==> config.mk <==
export PLATFORM = sky130hd
export DESIGN_NAME = mem_access
export DESIGN_NICKNAME = d
export VERILOG_FILES = /design/src/rtl/mem_access.sv
export SDC_FILE = /design/constraint.sdc
export NUM_CORES = 1
export LEC_CHECK = 0
export ABC_AREA = 1
export CAP_MARGIN = 10
export CORE_ASPECT_RATIO = 0.9
export CORE_MARGIN = 2
export CORE_UTILIZATION = 37
export DETAILED_ROUTE_END_ITERATION = 6
export HOLD_SLACK_MARGIN = 0.12
export PLACE_DENSITY = 0.78
export REMOVE_ABC_BUFFERS = 1
export SLEW_MARGIN = 10
export SYNTH_ARGS = -nofsm -noshare
export SYNTH_HDL_FRONTEND = slang
export SYNTH_SLANG_ARGS = --single-unit
==> constraint.sdc <==
create_clock -name clk -period 1.55 [get_ports clk]
set_input_delay 0.31 -clock clk [delete_from_list [all_inputs] [get_ports clk]]
set_output_delay 0.31 -clock clk [all_outputs]
set_load 0.02 [all_outputs]
==> src/rtl/mem_access.sv <==
// Memory-stage access controller: issues one data-memory bus request per
// load/store, stalls the pipeline until it completes, and resolves CBZ branches.
module mem_access #(
    parameter int unsigned N       = 64,
    parameter int unsigned TIMEOUT = 16
) (
    input  logic         clk,
    input  logic         reset,
    input  logic         memRead_M,
    input  logic         memWrite_M,
    input  logic         Branch_M,
    input  logic         zero_M,
    input  logic [N-1:0] aluResult_M,
    input  logic [N-1:0] writeData_M,
    output logic         PCSrc_M,
    output logic [N-1:0] readData_M,
    output logic         stall,
    output logic         mem_err,
    output logic         dm_req,
    output logic         dm_we,
    output logic [N-1:0] dm_addr,
    output logic [N-1:0] dm_wdata,
    input  logic         dm_ready,
    input  logic [N-1:0] dm_rdata
);

    localparam int unsigned CNT_W = (TIMEOUT > 2) ? $clog2(TIMEOUT) : 1;

    localparam logic [1:0] IDLE = 2'd0;
    localparam logic [1:0] REQ  = 2'd1;
    localparam logic [1:0] DONE = 2'd2;
    localparam logic [1:0] ERR  = 2'd3;

    logic [1:0]       state, state_nxt;
    logic [CNT_W-1:0] cnt, cnt_nxt;
    logic [N-1:0]     addr_nxt, wdata_nxt, rdata_nxt;
    logic             we_nxt, err_nxt, stall_c;
    logic             access_c, illegal_c;

    assign PCSrc_M   = Branch_M & zero_M;
    assign access_c  = memRead_M | memWrite_M;
    assign illegal_c = (memRead_M & memWrite_M) | (aluResult_M[2:0] != 3'b000);

    // State is already IDLE during reset; stall is gated so the pipeline is released at once
    assign dm_req = (state == REQ);
    assign stall  = reset & stall_c;

    always_comb begin
        state_nxt = state;
        cnt_nxt   = cnt;
        addr_nxt  = dm_addr;
        wdata_nxt = dm_wdata;
        we_nxt    = dm_we;
        rdata_nxt = readData_M;
        err_nxt   = mem_err;
        stall_c   = 1'b0;
        case (state)
            IDLE: begin
                stall_c = access_c;
                if (access_c) begin
                    if (illegal_c) begin
                        state_nxt = ERR;
                        err_nxt   = 1'b1;
                    end else begin
                        state_nxt = REQ;
                        addr_nxt  = aluResult_M;
                        wdata_nxt = writeData_M;
                        we_nxt    = memWrite_M;
                        cnt_nxt   = '0;
                    end
                end
            end
            REQ: begin
                stall_c = 1'b1;
                if (dm_ready) begin
                    state_nxt = DONE;
                    if (!dm_we) begin
                        rdata_nxt = dm_rdata;
                    end
                end else begin
                    cnt_nxt = cnt + CNT_W'(1);
                    // Counter reaching TIMEOUT-1 means TIMEOUT-1 unanswered REQ cycles
                    if (cnt == CNT_W'(TIMEOUT - 2)) begin
                        state_nxt = ERR;
                        err_nxt   = 1'b1;
                    end
                end
            end
            DONE: begin
                state_nxt = IDLE;
            end
            ERR: begin
                stall_c = 1'b1;
            end
            default: begin
                state_nxt = IDLE;
            end
        endcase
    end

    always_ff @(posedge clk or negedge reset) begin
        if (!reset) begin
            state      <= IDLE;
            cnt        <= '0;
            dm_addr    <= '0;
            dm_wdata   <= '0;
            dm_we      <= 1'b0;
            readData_M <= '0;
            mem_err    <= 1'b0;
        end else begin
            state      <= state_nxt;
            cnt        <= cnt_nxt;
            dm_addr    <= addr_nxt;
            dm_wdata   <= wdata_nxt;
            dm_we      <= we_nxt;
            readData_M <= rdata_nxt;
            mem_err    <= err_nxt;
        end
    end

endmodule

==> results.json, run 1 <==
{
  "outcome": "complete, but fails checks",
  "violations": "negative setup slack",
  "async_flop_share": 1.000,
  "fmax_ghz": 0.5183,
  "dieArea_mm2": 0.02269,
  "cts_sinks": 200,
  "fill_cells": 1467,
  "slew_violations": 0,
  "synth.largest_area_cell": "dfrtp_1",
  "final_util": 0.7074,
  "fin_skew_ns": 0.01219,
  "ys_seq_area_frac": 0.6292,
  "rsz0062_at_grt": "yes",
  "drt-total-wl_mm": 31.56,
  "drive_gt1_frac": 0.2829,
  "ir_worst_vdd_mv": 1.135,
  "comb_power_share": 0.498,
  "tightest_slew_ns": 0.5674,
  "yosys-top-cells-count": "nand2_1 (534), dfrtp_1 (200), nand3_1 (72)",
  "drc_errors": 0,
  "final-instance-count-excl-fill": 1655,
  "clkTransAtPathRegs_ns": 0.08,
  "path_cells": "inv_2 > ha_4 > buf_6 > nand4_1 > nor2_4 > buf_12 > buf_12 > buf_16 > nand2_1 > nand2_1",
  "ys_types": 20,
  "setup_slack_ns": -0.3794,
  "swShare": 0.4226,
  "crit_required_ns": 1.90,
  "cts_inserted_buffers": 17,
  "critPathTopFamily": "simple AND/OR/NAND/NOR gates",
  "setup_viol": 199,
  "rows": 50,
  "grt_pass1_vias": 7215,
  "netlist_instances": 904,
  "insertion_delay_ns": 0.42,
  "synth_top_area_share": 0.6292,
  "synth_area_per_cell_um2": 8.799,
  "dpl_worst_slack_ns": -0.5641,
  "cts_root_buf": "clkbuf_16",
  "gr-usage-met1": 0.2866,
  "hold_viol_final": 0,
  "mappedNetlistArea_mm2": 0.007954,
  "grt_first_pass_wirelength_mm": 39.74,
  "cp.buffers_inverters": 5,
  "crit_slowest_cell": "dfrtp_2",
  "start_kind": "flip-flop",
  "seq_power_share": 0.330,
  "crit_path_max_fanout": 11,
  "grt.busiest_layer": "met2",
  "critPathCaptureType": "flip-flop",
  "seqCellArea_mm2": 0.005006,
  "gr-usage-met2": 0.3880,
  "post-route-period-util": 1.245,
  "grt.overflow.total": 0,
  "netlist_top_cells_area": "dfrtp_1 (63%), nand2_1 (25%), nand3_1 (4.5%)",
  "p_sw_mw": 11.29,
  "wl_per_cell_um": 19.07,
  "synth_ff_type": "dfrtp_1",
  "hp-class": "in -> reg",
  "critPathMaxStageDelay_ns": 0.46,
  "power_leakage_nw": 7.998,
  "layout_min_cycle_time_ns": 1.929,
  "die_y_um": 143.1,
  "cellPowerDensity_mw_per_mm2": 1802,
  "gp_congestion": 0.8183,
  "cts_tree": "built",
  "fin_area_mm2": 0.01483,
  "met3_usage": 0.05493,
  "post_dp_cell_area_mm2": 0.01241,
  "crit_type": "reg -> reg",
  "initial_utilization": 0.3795,
  "maxCapViolations": 0,
  "first_iter_violations": 475,
  "critPathArrivalTime_ns": 2.28,
  "clockPowerShare": 0.172,
  "fin_setup_tns_ns": -49.93,
  "dr.pass1.iters": 6,
  "vias_per_cell": 4.925,
  "max_slew_margin": 0.6217,
  "vias": 8151,
  "io_pins": 396,
  "internal-power_mw": 15.43,
  "grt_start_max_net_pins": 95,
  "die_x_um": 158.6,
  "synth_edf_count": 0,
  "multi_input_area_mm2": 0.003700,
  "htreeDepth": 4,
  "hpwlAfterDp_mm": 18.79,
  "core_mm2": 0.02096,
  "synth_warnings": 0,
  "grt_util_all_layers": 0.2279,
  "place.port_buffers": 395,
  "nNetsFinal": 1563,
  "areaGrowthSynthToFinish_pct": 86.39,
  "postRouteAntennaNets": 0,
  "synth.most_common_cell": "nand2_1",
  "synth_seq_cells": 200,
  "place_inst": 1575,
  "antenna_found_initial": 1,
  "cts_buffer_depth": 2
}
what timing repair did:
action	4_1_cts	5_1_grt
hold buffers	1	0
buffers inserted	3	20
gates cloned	4	25
resized for setup	220	373
endpoints found under the hold margin	92	0
pin swaps	5	148
setup endpoints to repair	394	251
power groups by stage:
stage / Clock [mW] / Combinational [mW] / Sequential [mW]
finish: 4.59 / 13.3 / 8.83
detailed placement: 0 / 11.9 / 8.77
global route: 4.85 / 14.1 / 9.06
floorplan: 0 / 2.57 / 11.3
global placement: 0 / 11.7 / 8.67
CTS: 4.65 / 10.7 / 8.62
worst paths after layout:
path | slack [ns] | from | cells past startpoint | endpoint
worst max-delay path | -0.38 | state[0] | 10 | dm_addr[16]
worst min-delay path | 0.42 | writeData_M[34] | 3 | dm_wdata[34]
worst max register to register | -0.38 | state[0] | 10 | dm_addr[16]
worst min register to register | 0.47 | dm_wdata[30] | 2 | dm_wdata[30]
max in group asynchronous | 0.13 | reset | 4 | cnt[0]
min in group asynchronous | 0.55 | reset | 3 | dm_addr[43]
registers in the layout (all words and copies together), names as in the netlist:
name / cells
dm_addr: 64
state: 2
cnt: 4
dm_wdata: 64
dm_we: 1
readData_M: 64
mem_err: 1
worst register-to-register path, stage by stage (launching register included):
cell	delay [ns]
dfrtp_2	0.46
inv_2	0.09
ha_4	0.14
buf_6	0.10
nand4_1	0.20
nor2_4	0.29
buf_12	0.19
buf_12	0.13
buf_16	0.12
nand2_1	0.06
nand2_1	0.09
stage by stage:
step | total power [mW] | hold WS [ns]
global placement | 20.40 | 0.4419
finish | 26.72 | 0.4193
detailed placement | 20.72 | 0.4417
floorplan | 13.91 | 0.01441
CTS | 23.96 | 0.3745
global route | 27.97 | 0.4130
layout by cell type (no fill, tap or decap), types with 3 or more instances in the layout:
master	instances
nand2_1	316
dfrtp_1	199
clkdlybuf4s50_1	196
dlygate4sd2_1	192
nand2_2	157
nand2_4	61
nand3_1	44
clkbuf_16	36
nand3_2	27
buf_4	22
buf_12	17
buf_6	16
inv_1	14
buf_8	10
nor2_2	6
nor2_1	5
clkinv_4	5
nor2_4	4
ha_1	4
inv_8	4
ha_4	3
buf_16	3
clkdlybuf4s15_1	3
metal layers:
metal,up-vias,part of all wire
li1,3694,-
met1,4039,0.39
met2,354,0.52
met3,64,0.073
met4,0,0.025
met5,-,0
layout make-up:
type	instances	area share
well taps	286	0.02414
clock buffers	17	0.02869
multi-input cells	639	0.2496
repair buffers	481	0.3437
diodes	1	0.0001688
flip-flops and latches	200	0.3377
clock inverters	13	0.01114
inverters	18	0.004895
kinds of logic (layout without fill, tap and decap cells):
group,after synthesis,after routing,synth area share
AOI/OAI and AO/OA,5,5,0.003146
DFF,200,200,0.6292
adders and majority gates,7,7,0.01101
xor gates and xnor gates,1,1,0.001101
other,0,1,0
and+or+nand+nor,625,626,0.3093
buffers and inverters,66,529,0.04625
No activity file was read; power rests on OpenSTA's default activity.
==> run 2: changes to the inputs <==
CORE_AREA = 2 2 155 157   (was not set)
CORE_ASPECT_RATIO = not set   (was 0.9)
CORE_MARGIN = not set   (was 2)
CORE_UTILIZATION = not set   (was 37)
DIE_AREA = 0 0 157 159   (was not set)
PLACE_DENSITY = 0.73   (was 0.78)
SKIP_LAST_GASP = 1   (was not set)
==> results.json, run 2 (synthesis gave the netlist of run 1 again) <==
{
  "outcome": "complete, but fails checks",
  "violations": "negative setup slack",
  "reg_top3": "dm_addr (64), dm_wdata (64), readData_M (64)",
  "antenna_cells": 0,
  "dieArea_mm2": 0.02496,
  "die_y_um": 159,
  "hold_end": "dm_addr[23]",
  "grt.overflow.total": 0,
  "wl_per_cell_um": 17.06,
  "cts_inserted_buffers": 17,
  "rows": 56,
  "areaGrowthSynthToFinish_pct": 80.68,
  "dr.pass1.iters": 4,
  "cts_sinks": 200,
  "antenna_found_initial": 1,
  "power_mw": 24.93,
  "crit_type": "reg -> out",
  "tightest_slew_ns": 0.6321,
  "cts_root_buf": "clkbuf_16",
  "slew_violations": 0,
  "min_path_cells": 3,
  "post-route-period-util": 1.209,
  "core_mm2": 0.02319,
  "fin_area_mm2": 0.01437,
  "post_dp_cell_area_mm2": 0.01253,
  "r2r_start": "state[1]",
  "insertion_delay_ns": 0.43,
  "cts_tree": "built",
  "fmax_ghz": 0.5338,
  "grt_first_pass_wirelength_mm": 39.78,
  "maxCapViolations": 0,
  "ir_worst_vdd_mv": 0.8658,
  "grt_pass1_vias": 7436,
  "critPathArrivalTime_ns": 1.56,
  "min-delay-start": "aluResult_M[23]",
  "place.port_buffers": 395,
  "grt_util_all_layers": 0.2033,
  "critPathCaptureType": "output pin",
  "final_util": 0.6197,
  "initial_utilization": 0.3430,
  "final_common_cell": "nand2_1",
  "cellPowerDensity_mw_per_mm2": 1735,
  "io_pins": 396,
  "htreeDepth": 4,
  "crit_required_ns": 1.24,
  "layout_min_cycle_time_ns": 1.873,
  "power_leakage_nw": 7.929,
  "final_cell_mix": "nand2_1 (361), dfrtp_1 (200), clkdlybuf4s50_1 (196)",
  "vias_per_cell": 4.573,
  "worstReg2RegEnd": "readData_M[21]",
  "fill_cells": 1939,
  "drt-total-wl_mm": 28.65,
  "nNetsFinal": 1554,
  "hp-class": "in -> reg",
  "vias": 7678,
  "first_iter_violations": 373,
  "gp_congestion": 0.8102,
  "grt_start_max_net_pins": 109,
  "clkTransAtPathRegs_ns": 0.08,
  "max_slew_margin": 0.5786,
  "rrSetupSlack_ns": -0.23,
  "rsz0062_at_grt": "yes",
  "hold_viol_final": 0,
  "setup_viol": 194,
  "setup_slack_ns": -0.3234,
  "drive_gt1_frac": 0.2228,
  "start_kind": "flip-flop",
  "rr_worst_depth": 10,
  "crit_path_max_fanout": 3,
  "cts_buffer_depth": 2,
  "fin_skew_ns": 0.01813,
  "die_x_um": 157,
  "hpwlAfterDp_mm": 18.48,
  "postRouteAntennaNets": 0,
  "drc_errors": 0
}
-- run 2: changes by cell type in the layout (fill, tap and decap cells not counted), moves of 4 or more --
cell	delta
buf_12	+5
buf_6	-4
nand2_2	-43
buf_8	-6
nand3_2	-25
nand3_1	+27
nand2_1	+45
clkbuf_16	-5
-- run 2: repair_timing --
item	CTS	global route
gates resized for setup	218	271
buffers inserted	7	11
hold buffers	1	0
endpoints found under the setup margin	391	203
hold endpoints to repair	92	0
pin swaps	4	124
gates cloned	2	17
-- run 2: worst max-delay path by stage --
stage | endpoint | cells past startpoint | slack [ns] | start
detailed placement | stall | 5 | -0.50 | memWrite_M
CTS | stall | 6 | -0.36 | state[1]
floorplan | readData_M[0] | 7 | -3.43 | state[1]
global placement | stall | 5 | -0.53 | memWrite_M
finish | stall | 6 | -0.32 | state[0]
global route | stall | 6 | -0.41 | state[0]
-- run 2: layer usage --
| metal | wire length [um] | global-route usage | vias to the layer above |
|---|---|---|---|
| met4 | 518 | 0.05338 | 2 |
| met1 | 10640 | 0.2302 | 3675 |
| met2 | 14830 | 0.3583 | 301 |
| met5 | 11 | 0 | - |
| li1 | - | - | 3667 |
| met3 | 2652 | 0.07621 | 33 |
-- run 2: final cells by class --
cell class	instances	area, um^2	share of cell area
flip-flops and latches	200	5005	0.3482
clock buffers	18	429.2	0.02986
repair buffers	473	4946	0.3442
clock inverters	13	135.1	0.009403
multi-input cells	638	3387	0.2357
inverters	18	70.07	0.004875
well taps	319	399.1	0.02777
-- run 2: stage by stage --
stage	setup TNS, ns	std cells	hold WS [ns]	setup slack (ns)
after floorplan	-475.73	856	0.01441	-3.435
after global placement	-41.96	1610	0.4521	-0.5322
after detailed placement	-47.59	1610	0.4561	-0.4968
after CTS	-35.33	1651	0.3703	-0.3619
after global routing	-48.56	1679	0.4048	-0.4094
final	-31.21	1679	0.4151	-0.3234
-- run 2: report_power, final --
part           switching (mW)  total (mW)  internal [mW]
logic                    7.00        12.0           4.96
registers                1.16        8.60           7.44
clock network            2.23        4.38           2.15
-- run 2: worst max-delay path, stage by stage, from the launching register on --
cell	delay, ns
dfrtp_1	0.43
buf_6	0.14
ha_4	0.14
nor2_2	0.07
o21ai_1	0.06
and3b_1	0.16
buf_6	0.13
==> run 3: changes to the inputs <==
CTS_CLUSTER_SIZE = 16   (was not set)
==> results of run 3 <==
Same layout as run 2: the final DEF is identical, and so are final timing and power.
